<file path="config.mk">
export PLATFORM = sky130hd
export DESIGN_NAME = pipe_hazard_ctrl
export DESIGN_NICKNAME = d
export VERILOG_FILES = /design/src/rtl/pipe_hazard_ctrl_pkg.sv /design/src/rtl/md_busy_ctr.sv /design/src/rtl/pipe_hazard_ctrl.sv
export SDC_FILE = /design/constraint.sdc
export NUM_CORES = 1
export LEC_CHECK = 0
export CAP_MARGIN = 20
export CORE_UTILIZATION = 45
export CTS_CLUSTER_SIZE = 10
export DETAILED_ROUTE_END_ITERATION = 8
export PLACE_DENSITY = 0.87
export SETUP_SLACK_MARGIN = 0.02
export SLEW_MARGIN = 20
export SYNTH_ARGS = -nofsm -noshare
export SYNTH_HDL_FRONTEND = slang
export SYNTH_HIERARCHICAL = 1
export SYNTH_SLANG_ARGS = --single-unit
</file>
<file path="constraint.sdc">
create_clock -name clk -period 4.85 [get_ports clk]
set_input_delay 1.455 -clock clk [delete_from_list [all_inputs] [get_ports clk]]
set_output_delay 1.455 -clock clk [all_outputs]
set_load 0.02 [all_outputs]
</file>
<file path="src/rtl/pipe_hazard_ctrl_pkg.sv">
// Shared pipeline package: Tuse/Tnew encodings, default MDU latencies and
// the MDU state type. Used by the hazard controller, the pipeline
// registers and the decoder.
package pipe_hazard_ctrl_pkg;

  // Tuse: cycles until a D-stage operand is consumed; TUSE_NONE = unused
  localparam logic [1:0] TUSE_0    = 2'd0;
  localparam logic [1:0] TUSE_1    = 2'd1;
  localparam logic [1:0] TUSE_2    = 2'd2;
  localparam logic [1:0] TUSE_NONE = 2'd3;

  // Tnew: cycles until a producing instruction's result is available
  localparam logic [1:0] TNEW_0 = 2'd0;
  localparam logic [1:0] TNEW_1 = 2'd1;
  localparam logic [1:0] TNEW_2 = 2'd2;

  // Default multiply/divide unit occupancy in cycles
  localparam int unsigned MULT_CYC_DEF = 5;
  localparam int unsigned DIV_CYC_DEF  = 10;

  // Width of the MDU remaining-cycles counter
  localparam int unsigned MD_CNT_W = 4;

  typedef enum logic {
    MD_IDLE = 1'b0,
    MD_BUSY = 1'b1
  } md_state_t;

endpackage

</file>
<file path="src/rtl/md_busy_ctr.sv">
// Multiply/divide unit occupancy tracker.
// A start in IDLE loads the busy counter with the mult or div latency and
// enters BUSY; BUSY counts down to IDLE. A start while BUSY is dropped and
// raises a sticky error flag.
// Ports:
//   clk    in   rising-edge clock
//   reset  in   asynchronous active-low reset
//   start  in   mult/div issues this cycle
//   div    in   qualifies start: 1 = div, 0 = mult
//   busy   out  MDU occupied (registered)
//   cnt    out  remaining busy cycles
//   err    out  sticky: start arrived while busy
module md_busy_ctr
  import pipe_hazard_ctrl_pkg::*;
#(
  parameter int unsigned MULT_CYC = MULT_CYC_DEF,
  parameter int unsigned DIV_CYC  = DIV_CYC_DEF
) (
  input  logic                clk,
  input  logic                reset,
  input  logic                start,
  input  logic                div,
  output logic                busy,
  output logic [MD_CNT_W-1:0] cnt,
  output logic                err
);

  localparam logic [MD_CNT_W-1:0] MULT_LD = MD_CNT_W'(MULT_CYC);
  localparam logic [MD_CNT_W-1:0] DIV_LD  = MD_CNT_W'(DIV_CYC);
  localparam logic [MD_CNT_W-1:0] CNT_ONE = MD_CNT_W'(1);

  md_state_t           state_q, state_d;
  logic [MD_CNT_W-1:0] cnt_q, cnt_d;
  logic                err_q, err_d;

  // State register
  always_ff @(posedge clk or negedge reset) begin
    if (!reset) begin
      state_q <= MD_IDLE;
      cnt_q   <= '0;
      err_q   <= 1'b0;
    end else begin
      state_q <= state_d;
      cnt_q   <= cnt_d;
      err_q   <= err_d;
    end
  end

  // Next-state logic
  always_comb begin
    state_d = state_q;
    cnt_d   = cnt_q;
    err_d   = err_q;
    case (state_q)
      MD_IDLE: begin
        if (start) begin
          state_d = MD_BUSY;
          cnt_d   = div ? DIV_LD : MULT_LD;
        end
      end
      MD_BUSY: begin
        if (start) err_d = 1'b1;
        // <= also covers a zero latency load so BUSY can never stick
        if (cnt_q <= CNT_ONE) begin
          state_d = MD_IDLE;
          cnt_d   = '0;
        end else begin
          cnt_d = cnt_q - CNT_ONE;
        end
      end
      default: begin
        state_d = MD_IDLE;
        cnt_d   = '0;
      end
    endcase
  end

  // Outputs
  always_comb begin
    busy = (state_q == MD_BUSY);
    cnt  = cnt_q;
    err  = err_q;
  end

endmodule

</file>
<file path="src/rtl/pipe_hazard_ctrl.sv">
// Pipeline hazard controller: Tuse/Tnew register hazard detection for the
// two D-stage operands against the E and M stage producers, plus an MDU
// hazard while the multiply/divide unit is (or is about to be) busy.
// Ports:
//   clk, reset                 clock, asynchronous active-low reset
//   rs_D, rt_D, tuse_rs_D/rt_D D-stage operands and their Tuse
//   A3_E, tnew_E, RegWrite_E   E-stage destination info
//   A3_M, tnew_M, RegWrite_M   M-stage destination info
//   md_start_E, md_div_E       mult/div issue in E and its kind
//   md_use_D                   D-stage instruction uses HI/LO or the MDU
//   stall, en_PC, en_D, clr_E  combinational stall and pipeline controls
//   md_busy, md_cnt, md_err    MDU occupancy status
//   stall_cnt                  saturating count of stall cycles
module pipe_hazard_ctrl
  import pipe_hazard_ctrl_pkg::*;
#(
  parameter int unsigned MULT_CYC = MULT_CYC_DEF,
  parameter int unsigned DIV_CYC  = DIV_CYC_DEF
) (
  input  logic        clk,
  input  logic        reset,
  input  logic [4:0]  rs_D,
  input  logic [4:0]  rt_D,
  input  logic [1:0]  tuse_rs_D,
  input  logic [1:0]  tuse_rt_D,
  input  logic [4:0]  A3_E,
  input  logic [4:0]  A3_M,
  input  logic [1:0]  tnew_E,
  input  logic [1:0]  tnew_M,
  input  logic        RegWrite_E,
  input  logic        RegWrite_M,
  input  logic        md_start_E,
  input  logic        md_div_E,
  input  logic        md_use_D,
  output logic        stall,
  output logic        en_PC,
  output logic        en_D,
  output logic        clr_E,
  output logic        md_busy,
  output logic [3:0]  md_cnt,
  output logic        md_err,
  output logic [31:0] stall_cnt
);

  logic        hz_rs, hz_rt, hz_md;
  logic [31:0] stall_q;

  // E and M matches are ORed: either producer alone is enough to stall
  function automatic logic op_hazard(
    input logic [4:0] r,
    input logic [1:0] tuse,
    input logic       rw_e,
    input logic [4:0] a3_e,
    input logic [1:0] tn_e,
    input logic       rw_m,
    input logic [4:0] a3_m,
    input logic [1:0] tn_m
  );
    return (tuse != TUSE_NONE) && (r != 5'd0) &&
           ((rw_e && (a3_e == r) && (tn_e > tuse)) ||
            (rw_m && (a3_m == r) && (tn_m > tuse)));
  endfunction

  md_busy_ctr #(
    .MULT_CYC (MULT_CYC),
    .DIV_CYC  (DIV_CYC)
  ) u_md_busy_ctr (
    .clk   (clk),
    .reset (reset),
    .start (md_start_E),
    .div   (md_div_E),
    .busy  (md_busy),
    .cnt   (md_cnt),
    .err   (md_err)
  );

  always_comb begin
    hz_rs = op_hazard(rs_D, tuse_rs_D, RegWrite_E, A3_E, tnew_E,
                      RegWrite_M, A3_M, tnew_M);
    hz_rt = op_hazard(rt_D, tuse_rt_D, RegWrite_E, A3_E, tnew_E,
                      RegWrite_M, A3_M, tnew_M);
    // md_start_E counts too: md_busy only rises the cycle after issue
    hz_md = md_use_D && (md_busy || md_start_E);
    stall = hz_rs || hz_rt || hz_md;
    en_PC = !stall;
    en_D  = !stall;
    clr_E = stall;
  end

  always_ff @(posedge clk or negedge reset) begin
    if (!reset) begin
      stall_q <= '0;
    end else if (stall && (stall_q != '1)) begin
      stall_q <= stall_q + 32'd1;
    end
  end

  assign stall_cnt = stall_q;

endmodule

</file>
==> out/summary.txt <==
Gpl congestion -> 0.9584
Syn Std Cell Area -> 2337 um2
Worst rel slew slack -> 44.22%
Critical Path Source Type -> input port
First-pass GRT wire length -> 9735 um
HPWL after DPL -> 4719 um
CP Data Required Time -> 3.39 ns
Max incr delay on CP -> 0.47 ns
Stages on worst setup path -> 10
CTS tree -> yes
Post-synthesis register bit count -> 38
Yosys cell types -> 44
Post-Route WL -> 6151 um
Critical path type -> in -> out
Max Fclk -> 0.2100 GHz
H-tree depth -> 2
Placed insts -> 384
Outcome -> finished, final reports clean
CP max stage cell -> clkdlybuf4s50_1
Worst slew pin tran -> 0.8367 ns
Core ar. -> 4848 um2
Syn Inst Count -> 236
Dpl ws -> -0.3025 ns
Total GRT Usage -> 23.29%
Share of layout cells above drive strength 1 -> 11.35%
Area grow syn2layout -> 42.18%
R2R depth -> 8
Die Span X -> 74.07 um
DR WL/cell -> 15.65 um
Crit path top cell by count -> inv_1
Crit path to -> stall
Most common cell after layout, fill and taps aside -> clkdlybuf4s50_1
Hold Crit Class -> reg -> reg
Final hold vios -> 0
Critical path origin -> tuse_rt_D[1]
R2R setup slack -> 2.39 ns
Root Buffer -> clkbuf_8
Vias in the first global route -> 2,118
Peak supply drop -> 339.0 uV
Async SR Flop Fraction -> 100.0%
Yosys warnings -> 6
Hold-critical path depth -> 1
# rows -> 25
Leakage power -> 1.380 nW
Port Buffers -> 76
DR vias -> 2,161
Initial antenna violation count -> 0
Synth Area in Adders -> 5.889%
Primary FF master, synth -> dfrtp_1
Pwr Density -> 342.7 nW/um2
Drt via density -> 5.499
Worst R2R End -> stall_cnt[21]$_DFFE_PN0P_
Post-DP Area -> 3213 um2
Die H -> 74.07 um
Worst-skew pair later-pin latency -> 0.29 ns
Main combinational cell family by area after synthesis -> simple AND/OR/NAND/NOR gates
Sequential area share after synthesis -> 40.69%
Final net count -> 371
Hold_ws -> 0.4799 ns
Final TNS setup -> 0 ns
Tot Pwr -> 1.139 mW
Post-layout min period -> 4.761 ns
Worst Path Buf+Inv -> 4
Worst Skew -> 0.003414 ns
Initial DRC count -> 72
Commonest non-fill, non-tap cells in the layout -> 71 x clkdlybuf4s50_1, 38 x dfrtp_1, 31 x xnor2_1
Crit Path Max Fanout -> 4
Mux share of post-synthesis cell area -> 0.9636%
Endpoint class of the critical path -> output pin
Post-Synth XOR/XNOR Area -> 18.74%
Simple logic cell fraction of the synthesized area -> 23.23%
Design Area, Final -> 3323 um2
Total CTS buffers -> 5
Synth Area per Inst -> 9.904 um2
Slew Limit Fails -> 0
CP cell instances -> clkdlybuf4s50_1 -> inv_1 -> ha_1 -> nand2_1 -> nand3_1 -> nor4_2 -> o221ai_2 -> and3_4 -> inv_1 -> clkbuf_2
Worst r2r src -> stall_cnt[0]$_DFFE_PN0P_
Period utilisation layout -> 98.16%
Initial Util -> 48.21%
Clk buf depth -> 2
Final setup margin -> 0.08915 ns
Max_cap viols -> 0
# diodes -> 0
Io pins -> 77
GRT overflow -> 0
Compound-Gate Fraction of Synth Area -> 7.066%
Cell family with the largest share of critical-path delay -> buffers and inverters
Mapped Nets -> 282
CTS clk-pin slew, worst paths -> 0.08 ns
Fin cells -> 393
EDFF count, synth -> 0
TritonRoute pass-1 iters -> 4
WP data arrival -> 3.31 ns
DRC -> 0
CTS Sinks -> 38
Final core occ -> 68.54%
Die area -> 5486 um2
Largest net degree at the start of global routing -> 39
Post-route ant nets -> 0
Final Setup Violations -> 0
[repair_timing]
| item | CTS | global route |
|---|---|---|
| hold buffers | 0 | 0 |
| setup endpoints to repair | 4 | 4 |
| pin swaps | 0 | 2 |
| buffers inserted | 0 | 1 |
| gates resized for setup | 8 | 9 |
[state kept, by name (all words and copies together), names as in the netlist]
name and count:
u_md_busy_ctr/cnt 4, stall_cnt 32, u_md_busy_ctr/busy 1, u_md_busy_ctr/err 1
[cells in the mapped netlist (2+ instances only)]
library cell	instances	share of area, %
buf_4	3	0.96
nor4_1	4	1.1
nor2_1	10	1.6
nand4_1	10	2.7
o21ai_0	2	0.43
dfrtp_1	38	41
xnor2_1	31	12
and4_1	3	1.1
o22ai_1	3	0.80
xor2_1	19	7.1
a21oi_1	5	1.1
and3_1	7	1.9
mux2_2	2	0.96
nor3_1	11	2.4
ha_1	11	5.9
inv_1	11	1.8
nand2_1	19	3.1
nor3b_1	2	0.64
nand3_1	19	4.1
nand2b_1	2	0.54
[metal layers]
| layer | share of wire, % | up-vias | wire length [um] | GRT usage (%) |
|---|---|---|---|---|
| li1 | - | 1021 | - | - |
| met1 | 41 | 1069 | 2506 | 28.30 |
| met2 | 52 | 56 | 3223 | 40.81 |
| met3 | 4.0 | 15 | 248 | 3.930 |
| met4 | 2.8 | 0 | 172 | 9.615 |
| met5 | 0 | - | 0 | 0 |
[layout make-up]
class                           count  area (um2)
Sequential cell                    38       950.9
Inverter                           11       41.29
Fill cell                         385        1525
Clock buffer                        6       82.58
Tap cell                           67       83.83
Multi-Input combinational cell    182        1331
Timing Repair Buffer               87       820.8
Clock inverter                      2       12.51
[cell families (layout without fill, tap and decap cells)]
logic type / count (synthesis) / after routing
simple gates: 96 / 96
xor+xnor: 50 / 50
flops: 38 / 38
compound gates: 23 / 23
buf+inv: 16 / 106
fa+ha+maj: 11 / 11
mux: 2 / 2
[power by group]
part | total, mW | leakage [nW] | switching, mW | internal (mW)
sequential | 0.465 | 0.491 | 0.0948 | 0.370
combinational | 0.448 | 0.842 | 0.225 | 0.223
clock | 0.226 | 0.0472 | 0.112 | 0.114
[worst min-delay path by stage]
stage,slack [ns],from,endpoint
6_report,0.48,u_md_busy_ctr/err$_DFFE_PN0P_,u_md_busy_ctr/err$_DFFE_PN0P_
5_1_grt,0.50,u_md_busy_ctr/err$_DFFE_PN0P_,u_md_busy_ctr/err$_DFFE_PN0P_
4_1_cts,0.48,u_md_busy_ctr/err$_DFFE_PN0P_,u_md_busy_ctr/err$_DFFE_PN0P_
3_5_place_dp,0.45,u_md_busy_ctr/err$_DFFE_PN0P_,u_md_busy_ctr/err$_DFFE_PN0P_
3_3_place_gp,0.45,u_md_busy_ctr/err$_DFFE_PN0P_,u_md_busy_ctr/err$_DFFE_PN0P_
2_1_floorplan,0.57,u_md_busy_ctr/err$_DFFE_PN0P_,u_md_busy_ctr/err$_DFFE_PN0P_
Note: power is estimated with default switching activity, not from simulation.
==> RTL edit: new RTL, same flow settings <==
Add an input register stage for `md_div_E`, without a reset; this delays it by one clock. The other inputs are not delayed to match.
--- a/src/rtl/pipe_hazard_ctrl.sv
+++ b/src/rtl/pipe_hazard_ctrl.sv
@@ -43,4 +43,10 @@
 );
 
+  logic md_div_E_q;
+
+  always_ff @(posedge clk) begin
+    md_div_E_q <= md_div_E;
+  end
+
   logic        hz_rs, hz_rt, hz_md;
   logic [31:0] stall_q;
@@ -69,5 +75,5 @@
     .reset (reset),
     .start (md_start_E),
-    .div   (md_div_E),
+    .div   (md_div_E_q),
     .busy  (md_busy),
     .cnt   (md_cnt),
Function: changed (a bounded check fails within 4 cycles, from zero or initial values and one cycle with reset low).
==> RTL edit against the original RTL <==
  * Area after synthesis grew 0.86%
  * Hold slack got worse by 0.027 ns
  * Wire length down 7.5%
  * Largest power group unchanged
  * Via count is 1.6% lower
  * Critical path type unchanged
  * Sequential cell count up 1
  * Critical path depth is 2 lower
  * Final area increased by 0.72%
  * Sequential share of layout area grew 0.39 points
  * Total power increased by 4.2%
  * Worst setup slack lost 0.014 ns
  * Die area up 0.83%
==> RTL edit: results <==
[logic_synthesis]
yosys.cell_types.count = 45
synth_compound_area_share_pct = 7.01
synthAdderAreaFrac_pct = 5.84
ys_seq_area_share_pct = 41.2
yosys_most_used_dff = "dfrtp_1"
yosys_warnings = 6
netlist_top_cells_area = "dfrtp_1, xnor2_1, xor2_1"
postSynth.asyncResetShare_pct = 97.4
netlist_top_cells_count = "dfrtp_1, xnor2_1, nand2_1, nand3_1, xor2_1"
synth_xor_area_share_pct = 18.6
synth.area.mux_share_pct = 0.955
syn-num-nets = 283

[pwr]
leakage_nw = 1.40
ir_drop_mv = 0.330

[detailed_routing]
drt-initial-drc-count = 67
vias_per_cell = 5.41
wl_um = 5690
dr.pass1.iters = 4

[timing]
tightest_slew_ns = 0.822
fin_skew_ns = 0.00703

[critical_path]
slowest_delay_ns = 0.49
worstRegToRegCells = 6
cp_slowest_cell = "clkdlybuf4s50_1"
crit_arrival_ns = 3.32
critical_path.max_fanout = 4
cp_top_family = "buffers and inverters"

[global_routing]
antenna_found_initial = 0
grtUsageTotal_pct = 22.7
grt_pass1_vias = 2155
grt_max_degree = 39
grt_pass1_wl_um = 9570

[cells_and_area]
drive_gt1_share_pct = 9.82
insertedDiodeCount = 0
nNetsFinal = 371
nFillCells = 394
largest_reg_flops = 32

[placement]
io_buffers = 76
place_area_mm2 = 0.00323
routabilityCongestion = 0.845
dpl.hpwl_um = 4520

[clock_network]
numCtsBuffers = 5
clock_path_buffers = 2
cts_setup_buffers = 0
cts_root_buf = "clkbuf_8"
worstSkewPairLatency_ns = 0.30
cts_max_level = 2
clkSlewWorstSetupHoldPaths_ns = 0.08

[min_path]
hp-class = "reg2reg"
holdPathStages = 1

[status]
status = "finished clean"
-- RTL edit: changes by cell type in the layout (fill, tap and decap cells not counted), sizes merged --
cell,delta
buf,-2
bufinv,+1
clkbuf,-1
dfxtp,+1
clkdlybuf4s15,+2
clkinvlp,-1
-- RTL edit: final cells by class --
type                            count  area [µm²]  share of cell area, %
Timing Repair Buffer               86         821                   24.5
Tap cell                           67        83.8                   2.50
Inverter                           11        41.3                   1.23
Multi-Input combinational cell    182        1310                   39.2
Sequential cell                    39         971                   29.0
Clock buffer                        6        82.6                   2.47
Clock inverter                      2        35.0                   1.05
-- RTL edit: path summary, 6_finish.rpt --
check / start / slack [ns] / endpoint
worst min register to register: md_div_E_q / 0.45 / u_md_busy_ctr/cnt[2]
worst max-delay path: tuse_rt_D[1] / 0.08 / en_D
min in group asynchronous: reset / 1.26 / stall_cnt[29]
max in group asynchronous: reset / 3.08 / stall_cnt[4]
worst min-delay path: md_div_E_q / 0.45 / u_md_busy_ctr/cnt[2]
worst max register to register: stall_cnt[0] / 2.38 / stall_cnt[1]
-- RTL edit: report_power, final --
part	internal (W)	total (W)	switching [W]
clock	0.000166	0.000280	0.000113
combinational	0.000220	0.000437	0.000217
sequential	0.000379	0.000470	0.0000909
total	0.000765	0.00119	0.000421
-- RTL edit: routing by layer --
metal  global-route usage (%)  part of all wire, %  vias to the layer above
met3                     4.47                  4.3                       21
met4                     12.4                  3.9                        0
li1                         -                    -                     1022
met5                        0                    0                        -
met1                     27.1                   42                     1014
met2                     38.4                   49                       70
-- RTL edit: stage by stage --
step	util, %	setup slack (ns)	TNS, ns	power [W]	instances
detailed placement	66.3	-0.328	-1.09	0.000915	385
global route	68.6	-0.0318	-0.0595	0.00125	393
CTS	68.7	0.00782	0	0.00120	393
global placement	66.3	-0.234	-0.793	0.000896	385
floorplan	-	0.459	0	0.000710	237
finish	68.6	0.0751	0	0.00119	393
-- RTL edit: cells by family (layout without fill, tap and decap cells) --
group,Yosys count,in the layout
and+or+nand+nor,96,96
muxes,2,2
adders and majority gates,11,11
buffers and inverters,16,105
AOI/OAI and AO/OA,23,23
DFF,39,39
xor gates and xnor gates,50,50
-- RTL edit: repair_timing --
| item | CTS | global route |
|---|---|---|
| cloned | 0 | 0 |
| endpoints found under the setup margin | 4 | 4 |
| resized for setup | 6 | 5 |
